**src/rtl/core_fetch_queue_if.sv**
```systemverilog
// Fetch-queue bundle: run control, per-lane instruction read ports, and the
// decode-facing instruction window. master = fetch queue, slave = environment.
interface core_fetch_queue_if #(
  parameter int FETCH_W = 2,
  parameter int PC_W    = 8,
  parameter int INSTR_W = 16
);
  localparam int OC_W = $clog2(FETCH_W + 1);

  logic                       exec;
  logic                       halt;
  logic                       pc_wen;
  logic [PC_W-1:0]            pc;
  logic                       redirect;
  logic [PC_W-1:0]            redirect_pc;
  logic [FETCH_W-1:0]         mem_val;
  logic [FETCH_W*PC_W-1:0]    mem_addr;
  logic [FETCH_W-1:0]         mem_rdy;
  logic [FETCH_W*INSTR_W-1:0] mem_rdata;
  logic [OC_W-1:0]            out_cnt;
  logic [FETCH_W*INSTR_W-1:0] out_instr;
  logic [FETCH_W*PC_W-1:0]    out_pc;
  logic [OC_W-1:0]            consume;
  logic [PC_W-1:0]            fetch_pc;
  logic                       idle;

  modport master (
    input  exec, halt, pc_wen, pc, redirect, redirect_pc,
    input  mem_rdy, mem_rdata, consume,
    output mem_val, mem_addr, out_cnt, out_instr, out_pc, fetch_pc, idle
  );

  modport slave (
    output exec, halt, pc_wen, pc, redirect, redirect_pc,
    output mem_rdy, mem_rdata, consume,
    input  mem_val, mem_addr, out_cnt, out_instr, out_pc, fetch_pc, idle
  );
endinterface

```
**src/rtl/core_fetch_queue.sv**
```systemverilog
// Fetch front end: FETCH_W-lane read groups into a QDEPTH queue; lane accept -> visible next cycle.
// New groups stall while fewer than FETCH_W slots are free; each lane holds its request until accepted.
module core_fetch_queue #(
  parameter int              FETCH_W  = 2,
  parameter int              QDEPTH   = 8,
  parameter int              PC_W     = 8,
  parameter int              INSTR_W  = 16,
  parameter logic [PC_W-1:0] RESET_PC = 'h10
) (
  input logic                clk,
  input logic                rst,
  core_fetch_queue_if.master bus
);
  localparam int PTR_W = $clog2(QDEPTH);
  localparam int CNT_W = $clog2(QDEPTH + 1);
  localparam int OC_W  = $clog2(FETCH_W + 1);

  logic [PC_W-1:0]    fetch_pc;
  logic               active;
  logic [FETCH_W-1:0] done;
  logic [INSTR_W-1:0] lane_buf [FETCH_W];
  logic [INSTR_W-1:0] q_instr  [QDEPTH];
  logic [PC_W-1:0]    q_pc     [QDEPTH];
  logic [PTR_W-1:0]   head;
  logic [PTR_W-1:0]   tail;
  logic [CNT_W-1:0]   count;

  logic               flush;
  logic               room;
  logic               start;
  logic               grp;
  logic               complete;
  logic [FETCH_W-1:0] val;
  logic [FETCH_W-1:0] acc;
  logic [INSTR_W-1:0] lane_word [FETCH_W];

  always_comb begin
    flush    = bus.pc_wen | bus.redirect;
    room     = count <= CNT_W'(QDEPTH - FETCH_W);
    start    = ~active & bus.exec & ~bus.halt & ~flush & room;
    grp      = active | start;
    val      = (grp && !rst) ? ~done : '0;
    acc      = val & bus.mem_rdy;
    // Lanes accepted this very cycle count as done for completion.
    complete = grp & ~rst & ~flush & (&(done | acc));
    for (int k = 0; k < FETCH_W; k++) begin
      lane_word[k] = acc[k] ? bus.mem_rdata[k*INSTR_W +: INSTR_W] : lane_buf[k];
    end
  end

  always_comb begin
    bus.mem_val   = val;
    bus.mem_addr  = '0;
    bus.out_instr = '0;
    bus.out_pc    = '0;
    for (int k = 0; k < FETCH_W; k++) begin
      bus.mem_addr[k*PC_W +: PC_W]     = fetch_pc + PC_W'(k);
      bus.out_instr[k*INSTR_W +: INSTR_W] = q_instr[head + PTR_W'(k)];
      bus.out_pc[k*PC_W +: PC_W]       = q_pc[head + PTR_W'(k)];
    end
    if (rst)
      bus.out_cnt = '0;
    else if (count >= CNT_W'(FETCH_W))
      bus.out_cnt = OC_W'(FETCH_W);
    else
      bus.out_cnt = OC_W'(count);
    bus.fetch_pc = fetch_pc;
    bus.idle     = rst | (~active & (count == '0));
  end

  always_ff @(posedge clk) begin
    if (rst) begin
      fetch_pc <= RESET_PC;
      active   <= 1'b0;
      done     <= '0;
      head     <= '0;
      tail     <= '0;
      count    <= '0;
    end else if (flush) begin
      fetch_pc <= bus.pc_wen ? bus.pc : bus.redirect_pc;
      active   <= 1'b0;
      done     <= '0;
      head     <= '0;
      tail     <= '0;
      count    <= '0;
    end else begin
      head  <= head + PTR_W'(bus.consume);
      count <= count + (complete ? CNT_W'(FETCH_W) : CNT_W'(0)) - CNT_W'(bus.consume);
      if (complete) begin
        tail     <= tail + PTR_W'(FETCH_W);
        fetch_pc <= fetch_pc + PC_W'(FETCH_W);
        active   <= 1'b0;
        done     <= '0;
      end else if (grp) begin
        active <= 1'b1;
        done   <= done | acc;
      end
    end
  end

  // Storage carries no reset; validity is tracked by count/done alone.
  always_ff @(posedge clk) begin
    for (int k = 0; k < FETCH_W; k++) begin
      if (acc[k])
        lane_buf[k] <= bus.mem_rdata[k*INSTR_W +: INSTR_W];
      if (complete) begin
        q_instr[tail + PTR_W'(k)] <= lane_word[k];
        q_pc[tail + PTR_W'(k)]    <= fetch_pc + PC_W'(k);
      end
    end
  end

  a_consume_legal: assert property (@(posedge clk) disable iff (rst || flush)
    bus.consume <= bus.out_cnt);
endmodule

```
**src/flat_wrapper.sv**
```systemverilog
// flat-port wrapper written by rule: the top's interface ports become plain ports
module core_fetch_queue_flat 
#(
  parameter int              FETCH_W  = 2,
  parameter int              QDEPTH   = 8,
  parameter int              PC_W     = 8,
  parameter int              INSTR_W  = 16,
  parameter logic [PC_W-1:0] RESET_PC = 'h10
)
  (clk, rst, bus_exec, bus_halt, bus_pc_wen, bus_pc, bus_redirect, bus_redirect_pc, bus_mem_rdy, bus_mem_rdata, bus_consume, bus_mem_val, bus_mem_addr, bus_out_cnt, bus_out_instr, bus_out_pc, bus_fetch_pc, bus_idle);
  core_fetch_queue_if #(.FETCH_W(FETCH_W), .PC_W(PC_W), .INSTR_W(INSTR_W)) bus_i ();
  input logic clk;
  input logic rst;
  input wire logic [$bits(bus_i.exec)-1:0] bus_exec;
  input wire logic [$bits(bus_i.halt)-1:0] bus_halt;
  input wire logic [$bits(bus_i.pc_wen)-1:0] bus_pc_wen;
  input wire logic [$bits(bus_i.pc)-1:0] bus_pc;
  input wire logic [$bits(bus_i.redirect)-1:0] bus_redirect;
  input wire logic [$bits(bus_i.redirect_pc)-1:0] bus_redirect_pc;
  input wire logic [$bits(bus_i.mem_rdy)-1:0] bus_mem_rdy;
  input wire logic [$bits(bus_i.mem_rdata)-1:0] bus_mem_rdata;
  input wire logic [$bits(bus_i.consume)-1:0] bus_consume;
  output wire logic [$bits(bus_i.mem_val)-1:0] bus_mem_val;
  output wire logic [$bits(bus_i.mem_addr)-1:0] bus_mem_addr;
  output wire logic [$bits(bus_i.out_cnt)-1:0] bus_out_cnt;
  output wire logic [$bits(bus_i.out_instr)-1:0] bus_out_instr;
  output wire logic [$bits(bus_i.out_pc)-1:0] bus_out_pc;
  output wire logic [$bits(bus_i.fetch_pc)-1:0] bus_fetch_pc;
  output wire logic [$bits(bus_i.idle)-1:0] bus_idle;
  assign bus_i.exec = bus_exec;
  assign bus_i.halt = bus_halt;
  assign bus_i.pc_wen = bus_pc_wen;
  assign bus_i.pc = bus_pc;
  assign bus_i.redirect = bus_redirect;
  assign bus_i.redirect_pc = bus_redirect_pc;
  assign bus_i.mem_rdy = bus_mem_rdy;
  assign bus_i.mem_rdata = bus_mem_rdata;
  assign bus_i.consume = bus_consume;
  assign bus_mem_val = bus_i.mem_val;
  assign bus_mem_addr = bus_i.mem_addr;
  assign bus_out_cnt = bus_i.out_cnt;
  assign bus_out_instr = bus_i.out_instr;
  assign bus_out_pc = bus_i.out_pc;
  assign bus_fetch_pc = bus_i.fetch_pc;
  assign bus_idle = bus_i.idle;
  core_fetch_queue #(.FETCH_W(FETCH_W), .QDEPTH(QDEPTH), .PC_W(PC_W), .INSTR_W(INSTR_W), .RESET_PC(RESET_PC)) u_core (.clk(clk), .rst(rst), .bus(bus_i));
endmodule
```
**config.mk**
```make
export PLATFORM = sky130hd
export DESIGN_NAME = core_fetch_queue_flat
export DESIGN_NICKNAME = d
export VERILOG_FILES = /design/src/rtl/core_fetch_queue_if.sv /design/src/rtl/core_fetch_queue.sv /design/src/flat_wrapper.sv
export SDC_FILE = /design/constraint.sdc
export NUM_CORES = 1
export LEC_CHECK = 0
export BUFFER_PORTS_ARGS = -buffer_cell sky130_fd_sc_hd__buf_2
export CORE_MARGIN = 1
export CORE_UTILIZATION = 35
export DETAILED_ROUTE_END_ITERATION = 10
export PLACE_DENSITY = 0.65
export SLEW_MARGIN = 5
export SYNTH_ARGS = -nofsm -noshare
export SYNTH_HDL_FRONTEND = slang
export SYNTH_SLANG_ARGS = --single-unit
```
**constraint.sdc**
```tcl
create_clock -name clk -period 3.1 [get_ports clk]
set_clock_uncertainty 0.05 [all_clocks]
set_input_delay 0 -clock clk [delete_from_list [all_inputs] [get_ports clk]]
set_output_delay 0 -clock clk [all_outputs]
set_load 0.005 [all_outputs]
```
==> results.sh <==
export IMPL_fin_cells=1239
export IMPL_drtAntennaViolNets=0
export IMPL_clkTransAtPathRegs_ps=60
export IMPL_grt_usage_pct=15.5
export IMPL_p_int_mw=6.11
export IMPL_row_count=65
export IMPL_place_gp_congestion=0.812
export IMPL_setup_tns_final_ps=0
export IMPL_synth_seq_cells=244
export IMPL_grt_pass1_wl_um=38800
export IMPL_tightest_slew_ps=645
export IMPL_antenna_found_initial=0
export IMPL_fin_crit_sh_pct=91.5
export IMPL_slew_headroom_pct=57.0
export IMPL_regArea_um2=6820
export IMPL_fin_crit_ps=2830
export IMPL_final_core_util_pct=44.2
export IMPL_initial_core_util_pct=35.5
export IMPL_clk_path_buf_depth=3
export IMPL_die_w_um=181
export IMPL_cts_tree="built"
export IMPL_hp_class="in -> reg"
export IMPL_cts_max_level=1
export IMPL_hold_depth=3
export IMPL_netlist_area_um2=11200
export IMPL_setup_ws_ps=265
export IMPL_via_count=6374
export IMPL_setup_viol=0
export IMPL_report_final_slew_viol_count=0
export IMPL_ir_drop_mv=0.359
export IMPL_drive_gt1_share_pct=46.7
export IMPL_multiInputGateArea_um2=4100
export IMPL_drt_total_wl_um=24700
export IMPL_worstPathMaxFanout=11
export IMPL_drt_pass1_iter_count=5
export IMPL_synth_distinct_cells=49
export IMPL_rsz0062_at_grt="false"
export IMPL_synth_edff_count=192
export IMPL_avgSynthCellArea_um2=18.1
export IMPL_combPwrFrac_pct=8.6
export IMPL_cts_hold_buf=58
export IMPL_ys_warn_count=0
export IMPL_synth_main_ff_cell="edfxtp_1"
export IMPL_clkPwrFrac_pct=42.5
export IMPL_synth_top_area_cell="edfxtp_1"
export IMPL_fmax_ghz=0.353
export IMPL_numCtsBuffers=26
export IMPL_cp_required_ps=3520
export IMPL_total_power_mw=7.70
export IMPL_end_kind="flip-flop"
export IMPL_syn2layout_area_growth_pct=24.7
export IMPL_final_area_um2=13900
export IMPL_io_buffers=134
export IMPL_drtIter0Drc=430
export IMPL_crit_arrival_ps=3250
export IMPL_grt_remaining_overflow=0
export IMPL_synth_area_leaders="edfxtp_1, mux4_2, dfxtp_1, mux2_2, ha_1"
export IMPL_grt_max_degree=98
export IMPL_drv_cap=0
export IMPL_fillCellCount=2750
export IMPL_dpl_hpwl_um=15200
export IMPL_seq_power_share_pct=48.9
export IMPL_synthArstFlopShare_pct=0
export IMPL_seq_area_frac_synth_pct=61.0
export IMPL_grt_pass1_vias=6768
export IMPL_hold_slack_ps=42.8
export IMPL_finalHoldViolations=0
export IMPL_place_inst=1133
export IMPL_cts_setup_buffers=0
export IMPL_ff2ff_path_depth=7
export IMPL_place_area_um2=12400
export IMPL_cts_sinks=244
export IMPL_switching_share_pct=20.7
export IMPL_p_per_area_nw_per_um2=553
export IMPL_cts_root_buffer="clkbuf_16"
export IMPL_die_height_um=181
export IMPL_diodes=0
export IMPL_syn_inst=617
export IMPL_insertion_delay_ps=520
export IMPL_crit_path_start_kind="flip-flop"
export IMPL_pin_count=135
export IMPL_design_core_area_um2=31500
export IMPL_p_switching_mw=1.59
export IMPL_p_leak_nw=4.86
export IMPL_critPathKind="reg -> reg"
export IMPL_place_ws_ps=314
export IMPL_synth_top_area_share_pct=51.6
export IMPL_wire_per_inst_um=19.9
export IMPL_synth_nets=690
export IMPL_cts_resized_gates=0
export IMPL_final_nets=890
export IMPL_drc=0
export IMPL_outcome="finished clean"
export IMPL_viasPerCell=5.14
export IMPL_dieArea_um2=32600
-- logic make-up after synthesis --
kind of cell / after synthesis / share of synthesized area [%]
AO/OA/AOI/OAI: 37 / 2.52
XOR/XNOR: 9 / 0.706
adder cells (fa/ha/maj): 15 / 1.88
buffers and inverters: 59 / 2.56
flip-flops: 244 / 61.0
multiplexers: 177 / 27.5
AND/OR/NAND/NOR: 76 / 3.83
-- routing by layer --
metal	vias to the layer above	wire (µm)	GRT usage, %
met4	0	435	3.69
met5	-	0	0
met3	29	1300	2.51
met2	175	12600	27.5
met1	3250	10300	19.8
li1	2920	-	-
-- state kept, by name, indices dropped and copies added, names as in the netlist --
name,count
u_core.active,1
u_core.bus.fetch_pc,8
u_core.count,4
u_core.done,2
u_core.head,3
u_core.lane_buf,32
u_core.q_instr,128
u_core.q_pc,64
u_core.tail,2
-- path summary, 6_finish.rpt --
path / slack (ps) / to / from
setup / recovery: 270 / u_core.bus.fetch_pc[7]$_SDFFE_PP0P_ / u_core.bus.fetch_pc[2]$_SDFFE_PP0P_
hold / removal: 40 / u_core.active$_SDFFE_PP0N_ / bus_pc_wen
setup reg to reg: 270 / u_core.bus.fetch_pc[7]$_SDFFE_PP0P_ / u_core.bus.fetch_pc[2]$_SDFFE_PP0P_
hold reg to reg: 460 / u_core.lane_buf[0][27]$_DFF_P_ / u_core.lane_buf[0][27]$_DFF_P_
-- synthesized netlist by cell type (all sizes together), types with 3 or more instances --
cell    instances
mux4           96
dfxtp          52
nand2b          3
edfxtp        192
mux2           80
o21ai           9
xnor2           3
nand3           7
inv            16
buf            31
nand2          10
and3           12
ha             12
nand4           6
nor3            3
a21oi           3
nor2           24
o22a            3
fa              3
clkbuf         12
nor2b           3
a31oi           4
xor2            6
-- power groups by stage --
| stage | combinational, mW | clock, mW | sequential [mW] |
|---|---|---|---|
| 6_report | 0.661 | 3.27 | 3.77 |
| 5_1_grt | 0.727 | 3.47 | 3.78 |
| 4_1_cts | 0.667 | 3.33 | 3.77 |
| 3_5_place_dp | 0.603 | 0 | 3.84 |
| 3_3_place_gp | 0.584 | 0 | 3.83 |
| 2_1_floorplan | 0.390 | 0 | 3.83 |
-- cell type report --
cell class              count  area share, %
repair buffers            215           10.9
flip-flops and latches    244           48.9
well taps                 402           3.61
inverters                  16          0.431
clock buffers              37           5.48
clock inverters            11           1.15
multi-input cells         314           29.4
-- cell usage in the layout, fill, tap and decap left out, types with 4 or more instances in the layout --
cell / count
a31oi_1: 4
and3_1: 8
and3_2: 4
buf_12: 8
buf_2: 134
buf_4: 15
bufinv_16: 4
clkbuf_1: 5
clkbuf_16: 27
clkbuf_8: 5
clkinv_2: 4
dfxtp_1: 49
dlygate4sd3_1: 58
edfxtp_1: 192
ha_1: 11
inv_1: 15
mux2_2: 80
mux4_2: 96
nand2_1: 10
nand3_1: 7
nand4_1: 6
nor2_1: 23
o21ai_0: 8
xor2_1: 5
-- critical path, cell delays in order (launching register included) --
cell           delay (ps)
dfxtp_1               630
ha_1                  330
nand3_1               200
o211ai_1              220
dlygate4sd3_1         580
o21a_1                110
and3_1                140
dlygate4sd3_1         530
No activity file was read; power rests on OpenSTA's default activity.
